## src/rtl/lsu_mem_port.sv

```systemverilog
// RV32I load/store port in front of a byte-lane synchronous data RAM.
// Stores complete in the accept cycle; loads return extended data two cycles after accept.
module lsu_mem_port #(
    parameter int unsigned MEM_BYTES = 16384
) (
    input  logic        clk,
    input  logic        rst,
    input  logic        req_valid,
    output logic        req_ready,
    input  logic        req_we,
    input  logic [2:0]  req_funct3,
    input  logic [31:0] req_addr,
    input  logic [31:0] req_wdata,
    input  logic [4:0]  req_rd,
    output logic        resp_valid,
    output logic [31:0] resp_rdata,
    output logic [4:0]  resp_rd,
    output logic        fault_o,
    output logic [3:0]  ram_w_en,
    output logic [31:0] ram_w_addr,
    output logic [31:0] ram_w_data,
    output logic        ram_r_en,
    output logic [31:0] ram_r_addr,
    input  logic [31:0] ram_r_data
);

    typedef enum logic [0:0] {
        ST_IDLE    = 1'b0,
        ST_LD_WAIT = 1'b1
    } state_e;

    state_e      state_q, state_d;
    logic [1:0]  off_q;
    logic [2:0]  funct3_q;
    logic [4:0]  rd_q;
    logic        resp_valid_q;
    logic [31:0] resp_rdata_q;
    logic [4:0]  resp_rd_q;
    logic        fault_q;

    logic        accept_s;
    logic        legal_s;
    logic        st_go_s;
    logic        ld_go_s;

    function automatic logic req_legal(input logic we, input logic [2:0] f3,
                                       input logic [31:0] addr);
        logic ok;
        case (f3)
            3'b000:  ok = 1'b1;
            3'b001:  ok = (addr[0] == 1'b0);
            3'b010:  ok = (addr[1:0] == 2'b00);
            3'b100:  ok = !we;
            3'b101:  ok = !we && (addr[0] == 1'b0);
            default: ok = 1'b0;
        endcase
        return ok && (addr < MEM_BYTES);
    endfunction

    function automatic logic [3:0] store_mask(input logic [2:0] f3, input logic [1:0] off);
        logic [3:0] m;
        case (f3)
            3'b000:  m = 4'b0001 << off;
            3'b001:  m = 4'b0011 << {off[1], 1'b0};
            3'b010:  m = 4'b1111;
            default: m = 4'b0000;
        endcase
        return m;
    endfunction

    function automatic logic [31:0] store_data(input logic [2:0] f3, input logic [31:0] wd);
        logic [31:0] d;
        case (f3)
            3'b000:  d = {4{wd[7:0]}};
            3'b001:  d = {2{wd[15:0]}};
            default: d = wd;
        endcase
        return d;
    endfunction

    // Lane select plus sign/zero extension of the returned RAM word.
    function automatic logic [31:0] load_extend(input logic [2:0] f3, input logic [1:0] off,
                                                input logic [31:0] word);
        logic [7:0]  b;
        logic [15:0] h;
        logic [31:0] r;
        b = word[{off, 3'b000} +: 8];
        h = off[1] ? word[31:16] : word[15:0];
        case (f3)
            3'b000:  r = {{24{b[7]}}, b};
            3'b100:  r = {24'd0, b};
            3'b001:  r = {{16{h[15]}}, h};
            3'b101:  r = {16'd0, h};
            default: r = word;
        endcase
        return r;
    endfunction

    // Handshake qualification; ready is forced low while reset is held.
    always_comb begin
        req_ready = rst && (state_q == ST_IDLE);
        accept_s  = req_valid && req_ready;
        legal_s   = req_legal(req_we, req_funct3, req_addr);
        st_go_s   = accept_s && legal_s && req_we;
        ld_go_s   = accept_s && legal_s && !req_we;
    end

    // RAM-side request signals, combinational in the accept cycle.
    always_comb begin
        ram_w_addr = req_addr;
        ram_w_data = store_data(req_funct3, req_wdata);
        ram_r_addr = req_addr;
        if (st_go_s) begin
            ram_w_en = store_mask(req_funct3, req_addr[1:0]);
        end else begin
            ram_w_en = 4'b0000;
        end
        if (ld_go_s) begin
            ram_r_en = 1'b1;
        end else begin
            ram_r_en = 1'b0;
        end
    end

    // Next-state logic.
    always_comb begin
        state_d = state_q;
        case (state_q)
            ST_IDLE: begin
                if (ld_go_s) begin
                    state_d = ST_LD_WAIT;
                end else begin
                    state_d = ST_IDLE;
                end
            end
            ST_LD_WAIT: state_d = ST_IDLE;
            default:    state_d = ST_IDLE;
        endcase
    end

    // State, captured load context and registered responses.
    always_ff @(posedge clk or negedge rst) begin
        if (!rst) begin
            state_q      <= ST_IDLE;
            off_q        <= 2'b00;
            funct3_q     <= 3'b000;
            rd_q         <= 5'd0;
            resp_valid_q <= 1'b0;
            resp_rdata_q <= 32'd0;
            resp_rd_q    <= 5'd0;
            fault_q      <= 1'b0;
        end else begin
            state_q      <= state_d;
            fault_q      <= accept_s && !legal_s;
            resp_valid_q <= (state_q == ST_LD_WAIT);
            if (ld_go_s) begin
                off_q    <= req_addr[1:0];
                funct3_q <= req_funct3;
                rd_q     <= req_rd;
            end else begin
                off_q    <= off_q;
                funct3_q <= funct3_q;
                rd_q     <= rd_q;
            end
            if (state_q == ST_LD_WAIT) begin
                resp_rdata_q <= load_extend(funct3_q, off_q, ram_r_data);
                resp_rd_q    <= rd_q;
            end else begin
                resp_rdata_q <= resp_rdata_q;
                resp_rd_q    <= resp_rd_q;
            end
        end
    end

    assign resp_valid = resp_valid_q;
    assign resp_rdata = resp_rdata_q;
    assign resp_rd    = resp_rd_q;
    assign fault_o    = fault_q;

endmodule

```

## config.mk

```make
export PLATFORM = sky130hd
export DESIGN_NAME = lsu_mem_port
export DESIGN_NICKNAME = d
export VERILOG_FILES = /design/src/rtl/lsu_mem_port.sv
export SDC_FILE = /design/constraint.sdc
export NUM_CORES = 1
export LEC_CHECK = 0
export CAP_MARGIN = 20
export CORE_MARGIN = 8
export CORE_UTILIZATION = 36
export CTS_BUF_LIST = sky130_fd_sc_hd__clkbuf_8
export DETAILED_ROUTE_END_ITERATION = 10
export PLACE_DENSITY_LB_ADDON = 0.15
export SLEW_MARGIN = 15
export SYNTH_ARGS = -nofsm -noshare
export SYNTH_HDL_FRONTEND = slang
export SYNTH_SLANG_ARGS = --single-unit
```

## constraint.sdc

```tcl
create_clock -name clk -period 2.4 [get_ports clk]
set_clock_uncertainty 0.2 [all_clocks]
set_input_delay 0.48 -clock clk [delete_from_list [all_inputs] [get_ports clk]]
set_output_delay 0.48 -clock clk [all_outputs]
set_load 0.1 [all_outputs]
```

==> flow_summary.ini <==
[status]
outcome = finished with violations
violations = negative setup slack

[placement]
placed_area_um2 = 6220
gp_congestion = 0.803
post-place-cells = 652
place_ws_ns = -0.753
hpwl_mm = 10.7
io_buffers = 212

[power_and_ir_drop]
pwr-share-seq_pct = 30.8
power.density_nw_per_um2 = 424
max-vdd-ir-drop_mv = 0.230
clkPwrFrac_pct = 20.9
switchingPower_uw = 1070
p_sw_share_pct = 39.1
pwr-share-comb_pct = 48.3
internal-power_uw = 1670
p_leak_uw = 0.00287

[run]
max-cap-violations = 0

[sta]
worstMarginPinSlew_ns = 0.649
rsz0062_at_grt = yes
fin_setup_tns_ns = -0.633
fin_crit_sh_pct = 107
min_period_ns = 2.57
hold_viol_final = 0
slew_violations = 0
setup_viol = 5
fmax_mhz = 390
maxSlewHeadroom_pct = 56.7
setup_ws_ns = -0.167

[layout]
final_common_cell = buf_12
drive_above_1_share_pct = 47.3
fin_util_pct = 70.1
nets = 659
mostFrequentLayoutCells = buf_12 (81), buf_4 (79), clkdlybuf4s50_1 (70), dfrtp_1 (49), nor2_1 (34)
final_area_um2 = 6450
n_antenna_cell = 0
areaGrowthSynthToFinish_pct = 89.2
final-instance-count-excl-fill = 663

[die]
die_area_um2 = 12800
core_area_um2 = 9200
die_w_um = 113
rows = 35
ioPinCount = 249
die_h_um = 113
start_util_pct = 37.1

[grt]
grt_usage_pct = 20.3
antenna_found_initial = 0
overflow = 0
grt_start_max_net_pins = 58
grt_pass1_vias = 3790
grt_pass1_wl_mm = 20.7

[yosys]
ys_types = 32
synth-edff-count = 0
synth_seq_cells = 50
synth.avg_cell_area_um2 = 9.02
synth_seq_area_share_pct = 36.7
ys.flop_type = dfrtp_1
synth_fp_nets = 486
yosysWarnings = 0
synth_cells = 378
async_reset_ff_share_pct = 100
syn_area_um2 = 3410

[worst_setup_path]
cp-end-kind = output port
critPathKind = in -> out
worstPathMaxFanout = 4
cp-start-kind = input pin
reg2reg_from = off_q[1]
startpoint = req_valid
crit_required_ns = 1.72
path_delay_family = buffers and inverters
crit_chain = clkdlybuf4s50_1 -> nand2_4 -> nor4_2 -> buf_4 -> nor2b_4 -> buf_12
max_stage_delay_ns = 0.51
slowest_stage = clkdlybuf4s50_1
cp.arrival_ns = 1.89
critPathBufInv = 3

[hold_path]
hold_path_class = in -> async

[routing]
drt_iter0_markers = 121
drt.antenna.violating_nets = 0
wl_per_cell_um = 20.2
drc = 0
first_pass_iters = 4
vias_per_cell = 5.03
wl_mm = 13.4
vias = 3335

[clock_network]
cts.sinks = 50
path_clk_slew_ns = 0.09
cts_tree = yes
cts.path.max_buffers = 2
ctsHoldBuffers = 0
clkLatencyLatePin_ns = 0.30
htreeDepth = 2
cts_made_buffers = 5
root_buffer = clkbuf_8
## per-layer routing
metal  track usage, %  share of wire (%)
met3             12.0                 13
met4             5.15                1.8
met1             20.0                 35
met5                0                  0
met2             35.4                 50
## metrics by stage
stage / total power [uW] / hold slack [ns]
after CTS: 2750 / 0.149
after floorplan: 1790 / -0.0156
after global placement: 2150 / 0.285
after detailed placement: 2160 / 0.293
after global routing: 2820 / 0.185
final: 2740 / 0.138
## sequential cells by signal (all words and copies together), names as in the netlist
register    count
resp_rdata     32
rd_q            5
resp_rd         5
funct3_q        3
off_q           2
fault_o         1
resp_valid      1
state_q         1
## synthesized netlist by cell type (2+ instances only)
master,instances,area [um^2]
buf_4,72,541
nor4_1,8,50.1
nand3b_1,11,82.6
nor2_1,36,135
nand2_1,33,124
inv_1,7,26.3
buf_2,2,10.0
nand3_1,3,15.0
o21ai_0,13,65.1
nor2b_1,5,31.3
o21a_1,2,15.0
o221ai_1,4,35.0
clkbuf_1,17,63.8
a21o_1,4,30.0
dfrtp_1,50,1250
nand2b_1,7,43.8
a21oi_1,38,190
mux2i_1,10,100
a31oi_1,3,18.8
mux2_2,41,462
## cell type report
cell class	instances	area [um^2]
Inverter	7	26.3
Clock inverter	3	37.5
Multi-Input combinational cell	228	1760
Sequential cell	50	1250
Timing Repair Buffer	259	3160
Fill cell	705	2750
Tap cell	111	139
Clock buffer	5	68.8
## worst paths after layout
path	endpoint	slack, ns	cells after the start
worst min-delay path	resp_rd[3]	0.14	2
worst min register to register	rd_q[4]	0.31	1
min in group clk	rd_q[4]	0.31	1
worst max-delay path	ram_w_en[0]	-0.17	6
max in group asynchronous	state_q	1.41	2
worst max register to register	resp_rdata[30]	0.42	5
## power groups by stage
stage	logic (uW)	registers (uW)	clock network, uW
after global placement	1290	859	0
after CTS	1320	843	586
after global routing	1360	843	614
after floorplan	922	866	0
final	1320	843	573
after detailed placement	1300	860	0
## what timing repair did
action	CTS	global route
setup endpoints to repair	39	16
pin swaps	10	4
gates cloned	1	0
gates resized for setup	99	16
setup buffers	2	0
## cells by family (layout without fill, tap and decap cells)
| logic type | after synthesis | count (layout) | synth area share, % |
|---|---|---|---|
| simple gates | 107 | 107 | 15.4 |
| buf+inv | 100 | 274 | 19.2 |
| mux | 52 | 52 | 17.1 |
| compound gates | 69 | 69 | 11.5 |
| flops | 50 | 50 | 36.7 |
Power figures use the tool's default switching activity.
